## config.mk

```make
export PLATFORM = sky130hd
export DESIGN_NAME = plab3_mem_wben_serializer_flat
export DESIGN_NICKNAME = d
export VERILOG_FILES = /design/src/rtl/plab3_mem_wben_serializer_pkg.sv /design/src/rtl/plab3_mem_wben_serializer_if.sv /design/src/rtl/plab3_mem_wben_encoder.sv /design/src/rtl/plab3_mem_wben_serializer.sv /design/src/flat_wrapper.sv
export SDC_FILE = /design/constraint.sdc
export NUM_CORES = 1
export LEC_CHECK = 0
export ABC_AREA = 1
export CELL_PAD_IN_SITES_DETAIL_PLACEMENT = 1
export CELL_PAD_IN_SITES_GLOBAL_PLACEMENT = 1
export CORE_MARGIN = 2
export CORE_UTILIZATION = 36
export CTS_CLUSTER_SIZE = 24
export DETAILED_ROUTE_END_ITERATION = 10
export PLACE_DENSITY = 0.92
export SYNTH_ARGS = -nofsm -noshare
export SYNTH_HDL_FRONTEND = slang
export SYNTH_SLANG_ARGS = --single-unit
```

## constraint.sdc

```tcl
create_clock -name clk -period 2.7 [get_ports clk]
set_input_delay 0.54 -clock clk [delete_from_list [all_inputs] [get_ports clk]]
set_output_delay 0.54 -clock clk [all_outputs]
set_load 0.02 [all_outputs]
```

## src/rtl/plab3_mem_wben_serializer_pkg.sv

```systemverilog
// Shared constants and FSM state encoding for the write-back wben serializer.
// The default geometry is four 32-bit words per line.
package plab3_mem_wben_serializer_pkg;

  localparam int c_word_nbits         = 32;
  localparam int c_wben_nbits         = 4;
  localparam int c_def_word_idx_nbits = 2;
  localparam int c_nwords             = 1 << c_def_word_idx_nbits;
  localparam int c_line_nbytes        = 4 * c_nwords;

  typedef enum logic {
    IDLE = 1'b0,
    SEND = 1'b1
  } state_e;

endpackage

```

## src/rtl/plab3_mem_wben_serializer_if.sv

```systemverilog
// Line-write request and word-write beat channels, both val/rdy.
// The master drives requests and consumes beats; the slave is the serializer.
interface plab3_mem_wben_serializer_if
  import plab3_mem_wben_serializer_pkg::*;
#(
  parameter int p_word_idx_nbits = c_def_word_idx_nbits,
  parameter int p_addr_nbits     = 32
);
  localparam int lc_line_nbytes = 4 * (1 << p_word_idx_nbits);
  localparam int lc_line_nbits  = 8 * lc_line_nbytes;

  logic                        req_val;
  logic                        req_rdy;
  logic                        req_domain;
  logic [p_addr_nbits-1:0]     req_addr;
  logic [lc_line_nbits-1:0]    req_data;
  logic [lc_line_nbytes-1:0]   req_wben;

  logic                        out_val;
  logic                        out_rdy;
  logic                        out_domain;
  logic [p_addr_nbits-1:0]     out_addr;
  logic [c_word_nbits-1:0]     out_data;
  logic [c_wben_nbits-1:0]     out_wben;
  logic [p_word_idx_nbits-1:0] out_idx;
  logic                        out_last;

  modport master (
    output req_val, req_domain, req_addr, req_data, req_wben, out_rdy,
    input  req_rdy, out_val, out_domain, out_addr, out_data, out_wben, out_idx, out_last
  );

  modport slave (
    input  req_val, req_domain, req_addr, req_data, req_wben, out_rdy,
    output req_rdy, out_val, out_domain, out_addr, out_data, out_wben, out_idx, out_last
  );

endinterface

```

## src/rtl/plab3_mem_wben_encoder.sv

```systemverilog
// Line byte mask to word-level summary: lowest word with a nonzero nibble,
// whether any nibble is nonzero, and whether more than one is.
module plab3_mem_wben_encoder
  import plab3_mem_wben_serializer_pkg::*;
#(
  parameter int p_word_idx_nbits = c_def_word_idx_nbits
) (
  input  logic [4*(1<<p_word_idx_nbits)-1:0] i_wben,
  output logic [p_word_idx_nbits-1:0]        o_idx,
  output logic                               o_any,
  output logic                               o_multi
);
  localparam int lc_nwords = 1 << p_word_idx_nbits;

  // NOTE: every output gets a default before the loop so no latch is inferred.
  always_comb begin
    o_idx   = '0;
    o_any   = 1'b0;
    o_multi = 1'b0;
    for (int i = 0; i < lc_nwords; i++) begin
      if (i_wben[c_wben_nbits*i +: c_wben_nbits] != '0) begin
        if (o_any) begin
          o_multi = 1'b1;
        end else begin
          o_idx = p_word_idx_nbits'(i);
          o_any = 1'b1;
        end
      end
    end
  end

endmodule

```

## src/rtl/plab3_mem_wben_serializer.sv

```systemverilog
// Serializes one masked cache-line write into per-word memory writes, lowest
// word first, skipping words whose byte-mask nibble is zero.
module plab3_mem_wben_serializer
  import plab3_mem_wben_serializer_pkg::*;
#(
  parameter int p_word_idx_nbits = c_def_word_idx_nbits,
  parameter int p_addr_nbits     = 32
) (
  input  logic                          clk,
  input  logic                          reset_n,
  plab3_mem_wben_serializer_if.slave    bus
);
  localparam int lc_nwords      = 1 << p_word_idx_nbits;
  localparam int lc_line_nbytes = 4 * lc_nwords;
  localparam int lc_line_nbits  = 8 * lc_line_nbytes;

  state_e                      r_state;
  state_e                      w_state_nxt;
  logic                        r_domain;
  logic [p_addr_nbits-1:0]     r_base;
  logic [lc_line_nbits-1:0]    r_data;
  logic [lc_line_nbytes-1:0]   r_mask;

  logic [p_word_idx_nbits-1:0] w_idx;
  logic                        w_any;
  logic                        w_multi;
  logic                        w_send;
  logic                        w_accept;
  logic                        w_beat;
  logic                        w_line_done;
  logic [lc_line_nbytes-1:0]   w_mask_nxt;

  plab3_mem_wben_encoder #(
    .p_word_idx_nbits (p_word_idx_nbits)
  ) u_enc (
    .i_wben  (r_mask),
    .o_idx   (w_idx),
    .o_any   (w_any),
    .o_multi (w_multi)
  );

  // An all-zero mask is accepted but never latched, so nothing is emitted.
  assign w_send      = (r_state == SEND) && w_any;
  assign w_accept    = bus.req_val && (r_state == IDLE) && (|bus.req_wben);
  assign w_beat      = w_send && bus.out_rdy;
  assign w_line_done = w_beat && !w_multi;
  assign w_mask_nxt  = r_mask & ~(lc_line_nbytes'(4'hF) << {w_idx, 2'b00});

  always_comb begin
    w_state_nxt = r_state;
    case (r_state)
      IDLE:    if (w_accept)    w_state_nxt = SEND;
      SEND:    if (w_line_done) w_state_nxt = IDLE;
      default: w_state_nxt = IDLE;
    endcase
  end

  // NOTE: sequential state uses non-blocking assignments only.
  always_ff @(posedge clk or negedge reset_n) begin
    if (!reset_n) begin
      r_state <= IDLE;
    end else begin
      r_state <= w_state_nxt;
    end
  end

  // Everything is wiped when a line finishes so no secret data lingers in IDLE.
  always_ff @(posedge clk or negedge reset_n) begin
    if (!reset_n) begin
      r_domain <= 1'b0;
      r_base   <= '0;
      r_data   <= '0;
      r_mask   <= '0;
    end else if (w_accept) begin
      r_domain <= bus.req_domain;
      r_base   <= bus.req_addr & ~p_addr_nbits'(lc_line_nbytes - 1);
      r_data   <= bus.req_data;
      r_mask   <= bus.req_wben;
    end else if (w_line_done) begin
      r_domain <= 1'b0;
      r_base   <= '0;
      r_data   <= '0;
      r_mask   <= '0;
    end else if (w_beat) begin
      r_mask   <= w_mask_nxt;
    end
  end

  assign bus.req_rdy    = (r_state == IDLE);
  assign bus.out_val    = w_send;
  assign bus.out_last   = w_send && !w_multi;
  assign bus.out_idx    = w_idx;
  assign bus.out_domain = r_domain;
  assign bus.out_addr   = r_base + (p_addr_nbits'(w_idx) << 2);
  assign bus.out_data   = r_data[c_word_nbits*int'(w_idx) +: c_word_nbits];
  assign bus.out_wben   = r_mask[c_wben_nbits*int'(w_idx) +: c_wben_nbits];

endmodule
```

## src/flat_wrapper.sv

```systemverilog
// flat-port wrapper written by rule: the top's interface ports become plain ports
module plab3_mem_wben_serializer_flat import plab3_mem_wben_serializer_pkg::*;
#(
  parameter int p_word_idx_nbits = c_def_word_idx_nbits,
  parameter int p_addr_nbits     = 32
)
  (clk, reset_n, bus_req_val, bus_req_domain, bus_req_addr, bus_req_data, bus_req_wben, bus_out_rdy, bus_req_rdy, bus_out_val, bus_out_domain, bus_out_addr, bus_out_data, bus_out_wben, bus_out_idx, bus_out_last);
  plab3_mem_wben_serializer_if #(.p_word_idx_nbits(p_word_idx_nbits), .p_addr_nbits(p_addr_nbits)) bus_i ();
  input  logic clk;
  input  logic reset_n;
  input wire logic [$bits(bus_i.req_val)-1:0] bus_req_val;
  input wire logic [$bits(bus_i.req_domain)-1:0] bus_req_domain;
  input wire logic [$bits(bus_i.req_addr)-1:0] bus_req_addr;
  input wire logic [$bits(bus_i.req_data)-1:0] bus_req_data;
  input wire logic [$bits(bus_i.req_wben)-1:0] bus_req_wben;
  input wire logic [$bits(bus_i.out_rdy)-1:0] bus_out_rdy;
  output wire logic [$bits(bus_i.req_rdy)-1:0] bus_req_rdy;
  output wire logic [$bits(bus_i.out_val)-1:0] bus_out_val;
  output wire logic [$bits(bus_i.out_domain)-1:0] bus_out_domain;
  output wire logic [$bits(bus_i.out_addr)-1:0] bus_out_addr;
  output wire logic [$bits(bus_i.out_data)-1:0] bus_out_data;
  output wire logic [$bits(bus_i.out_wben)-1:0] bus_out_wben;
  output wire logic [$bits(bus_i.out_idx)-1:0] bus_out_idx;
  output wire logic [$bits(bus_i.out_last)-1:0] bus_out_last;
  assign bus_i.req_val = bus_req_val;
  assign bus_i.req_domain = bus_req_domain;
  assign bus_i.req_addr = bus_req_addr;
  assign bus_i.req_data = bus_req_data;
  assign bus_i.req_wben = bus_req_wben;
  assign bus_i.out_rdy = bus_out_rdy;
  assign bus_req_rdy = bus_i.req_rdy;
  assign bus_out_val = bus_i.out_val;
  assign bus_out_domain = bus_i.out_domain;
  assign bus_out_addr = bus_i.out_addr;
  assign bus_out_data = bus_i.out_data;
  assign bus_out_wben = bus_i.out_wben;
  assign bus_out_idx = bus_i.out_idx;
  assign bus_out_last = bus_i.out_last;
  plab3_mem_wben_serializer #(.p_word_idx_nbits(p_word_idx_nbits), .p_addr_nbits(p_addr_nbits)) u_core (.clk(clk), .reset_n(reset_n), .bus(bus_i));
endmodule
```

==> summary.md <==
| Metric | Value |
|---|---|
| Startpoint Class | flop |
| Post-synthesis cell count | 1104 |
| Pin count of the biggest net entering global routing | 103 |
| Critical Path AT | 2300 ps |
| Worst-Skew Late Latency | 450 ps |
| Starting density of the core | 36.9% |
| Final Cell Area | 12700 sq um |
| Routed Antenna Nets | 0 |
| Post-synthesis async set-or-reset flop share | 100% |
| Post-Syn Area per Cell | 7.62 sq um |
| Placed cell area | 11500 sq um |
| Num Clock Sinks | 174 |
| DRT Pass-1 Iters | 6 |
| Chip height | 157 um |
| Remaining Overflow, GRT | 0 |
| Worst vdd ir | 0.000725 V |
| Slew Limit Fails | 0 |
| DR vias/cell | 5.28 |
| Max-cap violations | 0 |
| RD Place Congestion | 0.845 |
| Ratio of cells with drive above 1 in the final layout | 16.3% |
| Most frequent cells after synthesis | 495 x nand2_1, 248 x nand3_1, 174 x dfrtp_1 |
| FF+latch count, synth | 174 |
| Mapped Area | 8410 sq um |
| Tcrit/Tclk final | 105% |
| CP Max Fanout | 9 |
| # DRC | 0 |
| Die Width | 157 um |
| Vias in the first global route | 9276 |
| RR Startpoint | u_core.r_mask[1] |
| H-tree Lvls | 4 |
| Sequential element share of the synthesized area | 51.8% |
| Start point of the critical path | u_core.r_mask[1] |
| Area contributors post-synth | dfrtp_1 52%, nand2_1 22%, nand3_1 15% |
| PnR worst setup slack | -140 ps |
| NumNets Final | 1551 |
| Final Hold Viols | 0 |
| CTS max path bufs | 2 |
| Min cycle time layout | 2840 ps |
| Crit end category | primary output |
| I/O Buffers | 248 |
| Failing checks | negative setup slack |
| Slew HR | 61.0% |
| Peak Freq | 0.352 GHz |
| Yosys warning total | 0 |
| Status | complete, but fails checks |
| Prevailing post-synth register cell | dfrtp_1 |
| Clk_skew | 15.5 ps |
| Drt wl/cell | 21.0 um |
| First-pass GRT wire length | 50600 um |
| Initial antenna violation count | 3 |
| R2R cell count | 12 |
| Most frequent cell after synthesis | nand2_1 |
| Starting DRT DRC Count | 667 |
| Number of synthesized flops with an enable pin | 0 |
| Clk slew on worst S/H paths | 80 ps |
| Power Dens Cells | 1480 nW/um^2 |
| Top cell type's share of synthesized area | 51.8% |
| Io pins | 255 |
| Total power | 18.9 mW |
| Total Routed Length | 35600 um |
| Cts hold-fix bufs | 0 |
| CP required | 2160 ps |
| Die Area | 24600 sq um |
| Setup TNS | -886 ps |
| RSZ-0062 raised after global routing | yes |
| Kind of critical path | flop to primary output |
| Synth unique cells | 20 |
| Worst slew pin tran | 585 ps |
| CTS root buffer | clkbuf_16 |
| Finish-stage setup viols | 17 |
| Detailed placement HPWL | 21900 um |
| Via count | 8969 |
| Setup slack at placement | -248 ps |
| Yosys top cell by area | dfrtp_1 |
| Fillers | 2696 |
| Num rows | 55 |
| Total Routing Usage GR | 27.0% |
| Core Area | 22800 sq um |
| Area Growth Syn to Fin | 51.3% |
| Leakage power | 6.48 nW |
| Number of buffers created by CTS | 17 |
| Worst hold-check path type | input port to asynchronous set/reset pin |
| CTS tree | done |
## what timing repair did
action | CTS | global route
buffers inserted | 13 | 10
gates resized for setup | 215 | 84
endpoints found under the setup margin | 42 | 40
gates cloned | 2 | 2
pin swaps | 6 | 9
hold endpoints to repair | 0 | 0
## power by group
| group | internal [mW] | total (mW) | switching, mW |
|---|---|---|---|
| registers | 3.69 | 4.39 | 0.694 |
| clock network | 1.33 | 2.55 | 1.23 |
| logic | 4.85 | 11.9 | 7.09 |
## cell usage in the layout, fill, tap and decap left out, drive strengths merged
cell type / n
a21oi: 5
buf: 109
bufinv: 1
clkbuf: 24
clkdlybuf4s50: 205
clkinv: 6
conb: 2
dfrtp: 174
diode: 2
dlygate4sd2: 1
inv: 60
nand2: 500
nand3: 250
nand3b: 23
nand4: 1
nor2: 21
o21ai: 1
## sequential cells by signal, indices dropped and copies added (netlist names)
register,cells
u_core.bus.out_domain,1
u_core.r_base,28
u_core.r_data,128
u_core.r_mask,16
u_core.r_state,1
## final cells by class
cell class,count,area [sq um],area share [%]
clock inverter,15,171,1.35
tap,313,392,3.08
sequential,174,4350,34.2
clock buffer,17,425,3.34
timing repair buffer,322,3310,26.0
inverter,52,203,1.59
multi-input combinational,803,3870,30.4
antenna,2,5.00,0.0393
## final timing paths
path                                 endpoint  slack, ps
max                          bus_out_data[31]       -140
min                         u_core.r_data[25]         50
max reg2reg                u_core.r_data[118]        520
min reg2reg                 u_core.r_data[10]        500
max in group asynchronous    u_core.r_data[9]       1810
min in group clk            u_core.r_data[10]        500
## metrics by stage
stage | utilization, % | hold slack [ps] | instances
floorplan | - | 244 | 1105
CTS | 54.2 | 82.6 | 1685
finish | 55.9 | 52.0 | 1698
global placement | 50.4 | 471 | 1638
global route | 55.9 | 79.8 | 1698
detailed placement | 50.4 | 481 | 1638
## kinds of logic (layout without fill, tap and decap cells)
group           Yosys count  in the layout  share of synthesized area, %
compound gates            6              6                         0.357
buf+inv                 128            406                          6.99
flops                   174            174                          51.8
other cells               1              4                        0.0446
simple gates            795            795                          40.8
## per-layer routing
metal,track usage [%],part of all wire [%],up-vias
li1,-,-,4038
met5,0,0.034,-
met4,11.8,3.5,2
met1,33.1,39,4515
met3,5.82,5.8,79
met2,45.8,52,335
## critical path, stage by stage (launching register included)
cell,delay (ps)
dfrtp_1,420
nor2_4,180
buf_4,140
buf_4,120
nand3_4,130
nand2_4,120
buf_12,150
clkbuf_16,160
nand2_1,50
nand3_1,80
nand3_1,110
buf_2,190
No activity file was read; power rests on OpenSTA's default activity.
